--- src/rtl/seg_scan_ctrl.sv ---
`default_nettype none
// ============================================================================
// Module      : seg_scan_ctrl
// Description : Time-multiplexed 7-segment scan controller. Latches a
//               multi-digit hex value into a shadow register and commits it
//               to the display register only at frame boundaries. The digits
//               are then presented one at a time on a shared code path, with
//               active-low digit enables and optional leading-zero blanking.
// Ports       : clk          - rising-edge clock
//               rst_n        - asynchronous active-low reset
//               load         - single-cycle strobe, captures value
//               value        - 4*DIGITS hex value, nibble 0 least significant
//               blank_lz     - leading-zero blanking enable (live level)
//               an           - active-low digit enables, at most one low
//               digit_code   - nibble of the current digit
//               digit_blank  - current digit is blanked
//               pending      - a loaded value awaits frame commit
//               frame_start  - one-cycle pulse when digit 0 becomes active
// Revision    : 1.0 - initial release
// ============================================================================
module seg_scan_ctrl #(
  parameter int DIGITS = 4,
  parameter int DIV    = 50000
) (
  input  logic                  clk,
  input  logic                  rst_n,
  input  logic                  load,
  input  logic [4*DIGITS-1:0]   value,
  input  logic                  blank_lz,
  output logic [DIGITS-1:0]     an,
  output logic [3:0]            digit_code,
  output logic                  digit_blank,
  output logic                  pending,
  output logic                  frame_start
);

  localparam int c_PRE_W = (DIV > 1) ? $clog2(DIV) : 1;
  localparam int c_IDX_W = $clog2(DIGITS);
  localparam logic [c_PRE_W-1:0] c_PRE_LAST = c_PRE_W'(DIV - 1);
  localparam logic [c_IDX_W-1:0] c_IDX_LAST = c_IDX_W'(DIGITS - 1);

  logic [c_PRE_W-1:0]    r_pre;
  logic [c_IDX_W-1:0]    r_idx;
  logic [4*DIGITS-1:0]   r_display;
  logic [4*DIGITS-1:0]   r_shadow;
  logic                  r_pending;
  logic                  r_frame_start;

  logic                  w_tick;
  logic                  w_wrap;
  logic [DIGITS-1:0]     w_nz;          // per-digit "nibble is non-zero"
  logic [DIGITS-1:0]     w_upper_zero;  // nibbles i..DIGITS-1 all zero
  logic                  w_blank;

  assign w_tick = (r_pre == c_PRE_LAST);
  assign w_wrap = w_tick && (r_idx == c_IDX_LAST);

  // Prescaler and digit index
  always_ff @(posedge clk or negedge rst_n) begin
    if (!rst_n) begin
      r_pre <= '0;
      r_idx <= '0;
    end else if (w_tick) begin
      r_pre <= '0;
      r_idx <= w_wrap ? '0 : r_idx + c_IDX_W'(1);
    end else begin
      r_pre <= r_pre + c_PRE_W'(1);
    end
  end

  // Shadow / display handoff. On a coincident load and wrap the commit
  // takes the old shadow (non-blocking read), while the new value lands in
  // shadow and stays pending for the next frame.
  always_ff @(posedge clk or negedge rst_n) begin
    if (!rst_n) begin
      r_shadow      <= '0;
      r_display     <= '0;
      r_pending     <= 1'b0;
      r_frame_start <= 1'b0;
    end else begin
      if (load) begin
        r_shadow <= value;
      end
      if (w_wrap && r_pending) begin
        r_display <= r_shadow;
      end
      if (load) begin
        r_pending <= 1'b1;
      end else if (w_wrap) begin
        r_pending <= 1'b0;
      end
      r_frame_start <= w_wrap;
    end
  end

  // Leading-zero detection: digit i is a leading zero when it and every
  // more significant digit are zero.
  for (genvar gi = 0; gi < DIGITS; gi++) begin : g_zero
    assign w_nz[gi]         = |r_display[4*gi +: 4];
    assign w_upper_zero[gi] = ~|(w_nz >> gi);
  end

  // Output decode, purely from registered state plus the live blank_lz.
  always_comb begin
    digit_code = 4'h0;
    w_blank    = 1'b0;
    an         = '1;
    for (int i = 0; i < DIGITS; i++) begin
      if (r_idx == c_IDX_W'(i)) begin
        digit_code = r_display[4*i +: 4];
        // Digit 0 is never blanked so a zero value still shows "0".
        w_blank    = blank_lz && (i != 0) && w_upper_zero[i];
        an[i]      = w_blank;
      end
    end
  end

  assign digit_blank = w_blank;
  assign pending     = r_pending;
  assign frame_start = r_frame_start;

endmodule
`default_nettype wire

--- config.mk ---
export PLATFORM = sky130hd
export DESIGN_NAME = seg_scan_ctrl
export DESIGN_NICKNAME = d
export VERILOG_FILES = /design/src/rtl/seg_scan_ctrl.sv
export SDC_FILE = /design/constraint.sdc
export NUM_CORES = 1
export LEC_CHECK = 0
export BUFFER_PORTS_ARGS = -buffer_cell sky130_fd_sc_hd__buf_4
export CAP_MARGIN = 0
export CORE_MARGIN = 2
export CORE_UTILIZATION = 40
export CTS_CLUSTER_SIZE = 10
export DETAILED_ROUTE_END_ITERATION = 12
export REMOVE_ABC_BUFFERS = 1
export SYNTH_ARGS = -nofsm -noshare
export SYNTH_HDL_FRONTEND = slang
export SYNTH_SLANG_ARGS = --single-unit
--- constraint.sdc ---
create_clock -name clk -period 1.85 [get_ports clk]
set_input_delay 0.2775 -clock clk [delete_from_list [all_inputs] [get_ports clk]]
set_output_delay 0.2775 -clock clk [all_outputs]
set_load 0.01 [all_outputs]
==> run summary, run 1 <==
Outcome: complete, but fails checks
Failing checks: negative hold slack, negative setup slack
Fraction of layout cells with a size suffix above 1: 47.4%
RD Place Congestion: 0.734
Worst setup path class: reg -> out
Cells after Synth: 200
Post-synthesis cell type count: 33
Max_slew headroom: 57.0%
Total Neg Setup Slack: -409 ps
Initial drt markers: 47
RSZ-0062 raised after global routing: yes
Biggest area consumer among synthesized cells: dfrtp_1
Total Die Area: 6690 µm²
Crit path from: r_display[6]
Post-DP Area: 2770 µm²
Hold Slack: -24.8 ps
Yosys top cell area share: 53.8%
TritonRoute pass-1 iters: 4
Antenna Violating Nets Remaining: 0
Sequential cell area fraction in the yosys report: 53.8%
Post-detailed-routing wire length: 4440 µm
Internal reg-to-reg setup slack: 160 ps
Die X: 81.8 µm
Drt wl/cell: 13.8 µm
Num CTS Buffers: 5
Initial Utilization: 41.1%
Largest net degree at the start of global routing: 53
Hold WC Path Type: in -> async
DR WL met3: 199 µm
Post-synthesis to final-layout area growth: 24.2%
First-pass GRT wire length: 7290 µm
Final Cell Area: 3010 µm²
Core Rows: 28
DIE HEIGHT: 81.8 µm
Worst-path clk slew: 100 ps
CTS Sinks: 52
Critical Path Sink Type: primary output
R2R Path End: r_display[0]
Final worst setup slack: -156 ps
Max_cap viols: 0
CP endpoint: digit_blank
Antenna cells: 0
Post-DP HPWL: 3080 µm
Final setup viols: 6
Crit path launch type: flip-flop
Area of the core: 5890 µm²
Final period utilization: 108%
Clock root buffer master: clkbuf_8
Post-layout min period: 2010 ps
# IOs: 31
Lkg Pwr: 1.37 nW
Routed via count: 1593
Remaining Overflow, GRT: 0
Most frequent cells in the layout: dfrtp_1, buf_4, mux2_2
TritonCTS clock tree: built
Most common cell after layout, fill and taps aside: dfrtp_1
Fmax: 498 MHz
Vias in the first global route: 1598
Final hold vios: 14
Worst skew pair latency: 310 ps
DRT met1 WL: 2020 µm
# H-tree levels: 2
Peak supply drop: 0.000298 V
Antenna violations before repair: 0
Vias per cell: 4.95
Yosys reg bits: 52
Met2 routed WL: 2170 µm
YS warnings: 0
R2r worst-path depth: 6
Syn Area/Cell: 12.1 µm²
Post-layout nets: 271
Final Max Tran Viols: 0
Critical Path AT: 1730 ps
Top sig layer: met4
Worst EP required: 1570 ps
Clk buf depth: 2
Synth area leaders: dfrtp_1, mux2_2, mux2_4
GRT Util Overall: 14.2%
Worst-path maximum fanout: 2
Worst Skew: 15.2 ps
Post-Syn Area: 2420 µm²
Power per Cell Area: 642 nW/µm²
Post-route DRC: 0
Worst-Margin Slew: 645 ps
IO buf count: 30
FF-to-FF Start: r_pre[0]
==> cell type report <==
type,count,area [µm²]
fillers,558,2880
multi-input cells,132,1120
clock inverters,2,16.3
repair buffers,47,369
flip-flops and latches,52,1300
well taps,75,93.8
clock buffers,6,72.6
inverters,8,32.5
==> cell families (layout without fill, tap and decap cells) <==
kind of cell	after synthesis	in the layout	synth area share, %
xor+xnor	10	10	3.62
compound gates	20	20	4.34
simple gates	62	62	14.6
mux	35	35	17.8
buf+inv	16	63	3.31
fa+ha+maj	5	5	2.59
flops	52	52	53.8
==> synthesized netlist by cell type (all sizes together) <==
master / n
mux2: 34
nor4: 4
nor2: 12
nand2: 21
nand3b: 4
clkbuf: 4
nand3: 4
ha: 5
xor2: 5
or3: 2
inv: 8
nor4b: 1
or4: 1
and4: 1
mux2i: 1
a21o: 1
and4bb: 2
nand4: 4
or2: 2
nor2b: 1
o21bai: 1
xnor2: 5
nor3: 2
and3: 1
a21oi: 10
buf: 4
dfrtp: 52
o21ai: 8
==> state kept, by name, summed over array words and instances, names as in the netlist <==
name,cells
r_pre,16
pending,1
r_idx,2
r_display,16
r_shadow,16
frame_start,1
==> metrics by stage <==
stage	setup WS [ps]	util [%]	cells	total power [mW]
6_report	-156	51.1	322	1.93
2_1_floorplan	16.7	-	192	1.24
3_5_place_dp	47.2	47.0	306	1.31
5_1_grt	-277	51.1	322	2.03
3_3_place_gp	68.4	47.0	306	1.31
4_1_cts	-163	50.2	319	1.96
==> per-layer routing <==
| metal | GRT usage (%) | vias to the layer above |
|---|---|---|
| met1 | 17.9 | 776 |
| met2 | 24.1 | 24 |
| met4 | 4.00 | 0 |
| met3 | 3.85 | 6 |
| li1 | - | 787 |
| met5 | 0 | - |
==> how the worst min path moves through the flow <==
stage | from | to | slack, ps | depth (start not counted)
finish | rst_n | r_display[4] | -20 | 1
global route | rst_n | r_display[5] | 20 | 1
detailed placement | rst_n | r_shadow[5] | 350 | 1
floorplan | rst_n | frame_start | -20 | 0
CTS | rst_n | r_shadow[5] | 7 | 1
global placement | rst_n | r_display[5] | 360 | 1
==> critical path, cell delays in order, from the launching register on <==
cell      delay [ps]
dfrtp_1          400
or4_4            540
o21bai_1         140
a21oi_1           80
nor2_1           120
buf_4            130
==> timing repair <==
item                       CTS  global route
gates resized for setup     20            10
setup endpoints to repair    6             7
hold buffers                 0             0
pin swaps                    5             8
buffers inserted             5             3
==> where the power goes <==
group | internal, mW | switching (mW) | total [mW]
sequential | 1.17 | 0.0182 | 1.19
clock | 0.270 | 0.372 | 0.641
combinational | 0.0571 | 0.0416 | 0.0987
total | 1.50 | 0.431 | 1.93
No activity file was read; power rests on OpenSTA's default activity.
==> run 2, diff against run 1 <==
==> constraint.sdc (replaced) <==
create_clock -name clk -period 2.5 [get_ports clk]
set_input_delay 0.375 -clock clk [delete_from_list [all_inputs] [get_ports clk]]
set_output_delay 0.375 -clock clk [all_outputs]
set_load 0.01 [all_outputs]
==> run 2 against run 1 <==
  * Largest cell class unchanged
  * Worst setup slack improved by 480 ps
  * Largest power group unchanged
  * Flip-flop and latch count unchanged
  * The flow now finishes without violations
  * Sequential power decreased by 26%
==> run summary, run 2 (synthesis gave the netlist of run 1 again) <==
Outcome: complete, no violations
Net switching power: 0.335 mW (-22%)
Max_cap viols: 0 (unchanged)
Cell repeated most along the worst path: a21oi_1
Post-synthesis to final-layout area growth: 16.2%
Worst-Margin Slew: 656 ps (+11.0 ps)
Hold-fix buffers at CTS: 0 (unchanged)
Peak per-stage delay on the critical path: 420 ps (-120 ps)
Worst setup path class: reg -> out
Num CTS Buffers: 5 (unchanged)
Worst EP required: 2120 ps (+550 ps)
Die X: 81.8 µm (unchanged)
Largest registers: r_display: 16 flops, r_pre: 16 flops, r_shadow: 16 flops
DIE HEIGHT: 81.8 µm (unchanged)
Final setup viols: 0 (-6)
Core Rows: 28 (unchanged)
Clock power share: 38.3% (+5.0 points)
Vias in the first global route: 1478 (-7.5%)
Area of the core: 5890 µm² (unchanged)
Antenna cells: 0 (unchanged)
Post-CTS setup buffers: 0 (-5)
Clk buf depth: 2 (unchanged)
Worst-path clk slew: 100 ps (about the same)
RSZ-0062 raised after global routing: no
Drt wl/cell: 14.0 µm (+1.7%)
Initial Utilization: 41.1% (unchanged)
Max_slew headroom: 56.3% (-0.73 points)
Final period utilization: 87.0%
Crit path launch type: flip-flop
Antenna Violating Nets Remaining: 0 (unchanged)
CP top delay family: compound AO/OA/AOI/OAI gates
Most common cell after layout, fill and taps aside: dfrtp_1
Most frequent cells in the layout: dfrtp_1, buf_4, mux2_2
Post-layout nets: 255 (-5.9%)
Post-DP Area: 2700 µm² (-2.6%)
Reg power frac: 56.9% (-4.7 points)
Post-route DRC: 0 (unchanged)
Final hold vios: 0 (-14)
CTS-repair resized insts: 0 (-100%)
Worst Skew: 15.5 ps (+0.275 ps)
Peak supply drop: 0.000292 V (-2.0%)
Final Cell Area: 2810 µm² (-6.5%)
Final Max Tran Viols: 0 (unchanged)
Slowest cell on crit path: dfrtp_1
Antenna violations before repair: 0 (unchanged)
Lkg Pwr: 1.29 nW (-5.9%)
Total Neg Setup Slack: 0 ps (+409 ps)
Combinational Power Share: 4.7% (-0.4 points)
First-pass GRT wire length: 7120 µm (-2.3%)
Hold Slack: 80.1 ps (+105 ps)
Routed via count: 1542 (-3.2%)
Remaining Overflow, GRT: 0 (unchanged)
Total Die Area: 6690 µm² (unchanged)
WP buf/inv: 1 (unchanged)
TritonRoute pass-1 iters: 4 (unchanged)
IO buf count: 30 (unchanged)
Worst skew pair latency: 310 ps (about the same)
Hold WC Path Type: in -> async
Int Power: 1.21 mW (-19%)
Critical Path AT: 1800 ps (+70 ps)
Fraction of layout cells with a size suffix above 1: 35.5% (-12 points)
RD Place Congestion: 0.775 (+5.6%)
Switch share: 21.7% (-0.68 points)
Worst path cell trace: ha_1 > nand3b_1 > a21oi_1 > a21oi_1 > o21ai_0 > buf_4
Post-layout min period: 2170 ps
Largest net degree at the start of global routing: 53 (unchanged)
Post-detailed-routing wire length: 4290 µm (-3.4%)
Power per Cell Area: 550 nW/µm² (-14%)
# IOs: 31 (unchanged)
CTS Sinks: 52 (unchanged)
Critical Path Sink Type: primary output
Fmax: 460 MHz
Worst-path maximum fanout: 10 (+8)
GRT Util Overall: 14.0% (-0.21 points)
TritonCTS clock tree: built
Post-DP HPWL: 2930 µm (-5.0%)
Vias per cell: 5.04 (+1.9%)
Initial drt markers: 64 (+36%)
Post-layout power: 1.55 mW (-20%)
# H-tree levels: 2 (unchanged)
Clock root buffer master: clkbuf_8
[run 2: power by group through the flow]
stage               combinational [mW]  clock (mW)  sequential (mW)
floorplan                       0.0288           0            0.892
global placement                0.0741           0            0.897
detailed placement              0.0763           0            0.897
CTS                             0.0762       0.613            0.881
global route                    0.0820       0.650            0.884
finish                          0.0733       0.592            0.880
[run 2: path summary, 6_finish.rpt]
| path | startpoint | end | slack [ps] | depth (start not counted) |
|---|---|---|---|---|
| hold / removal | rst_n | r_shadow[5] | 80 | 1 |
| setup / recovery | r_idx[0] | digit_code[0] | 330 | 6 |
| setup reg to reg | r_pre[0] | r_display[0] | 590 | 6 |
| min in group clk | value[13] | r_shadow[13] | 290 | 2 |
| hold reg to reg | r_pre[15] | r_pre[15] | 490 | 1 |
| max in group asynchronous | rst_n | r_pre[0] | 1970 | 1 |
[run 2: final cells by class]
cell class | count | area, µm²
Fill cell | 567 | 3070
Sequential cell | 52 | 1300
Multi-Input combinational cell | 132 | 1040
Timing Repair Buffer | 31 | 233
Tap cell | 75 | 93.8
Clock buffer | 5 | 68.8
Clock inverter | 3 | 46.3
Inverter | 8 | 30.0
[run 2: per-stage QoR]
step                util, %  setup slack (ps)  instances
floorplan                 -               667        192
global placement       45.8               642        298
detailed placement     45.8               575        298
CTS                    47.8               317        306
global route           47.8               155        306
finish                 47.8               326        306
[run 2: routing by layer]
layer  share of wire [%]  vias to the layer above  GRT usage, %  wire length, µm
li1                    -                      750             -                -
met3                 3.8                        5          3.30              164
met2                  46                       30          22.4             1970
met5                   0                        -             0                0
met1                  49                      757          19.1             2110
met4                 1.0                        0          4.00               44
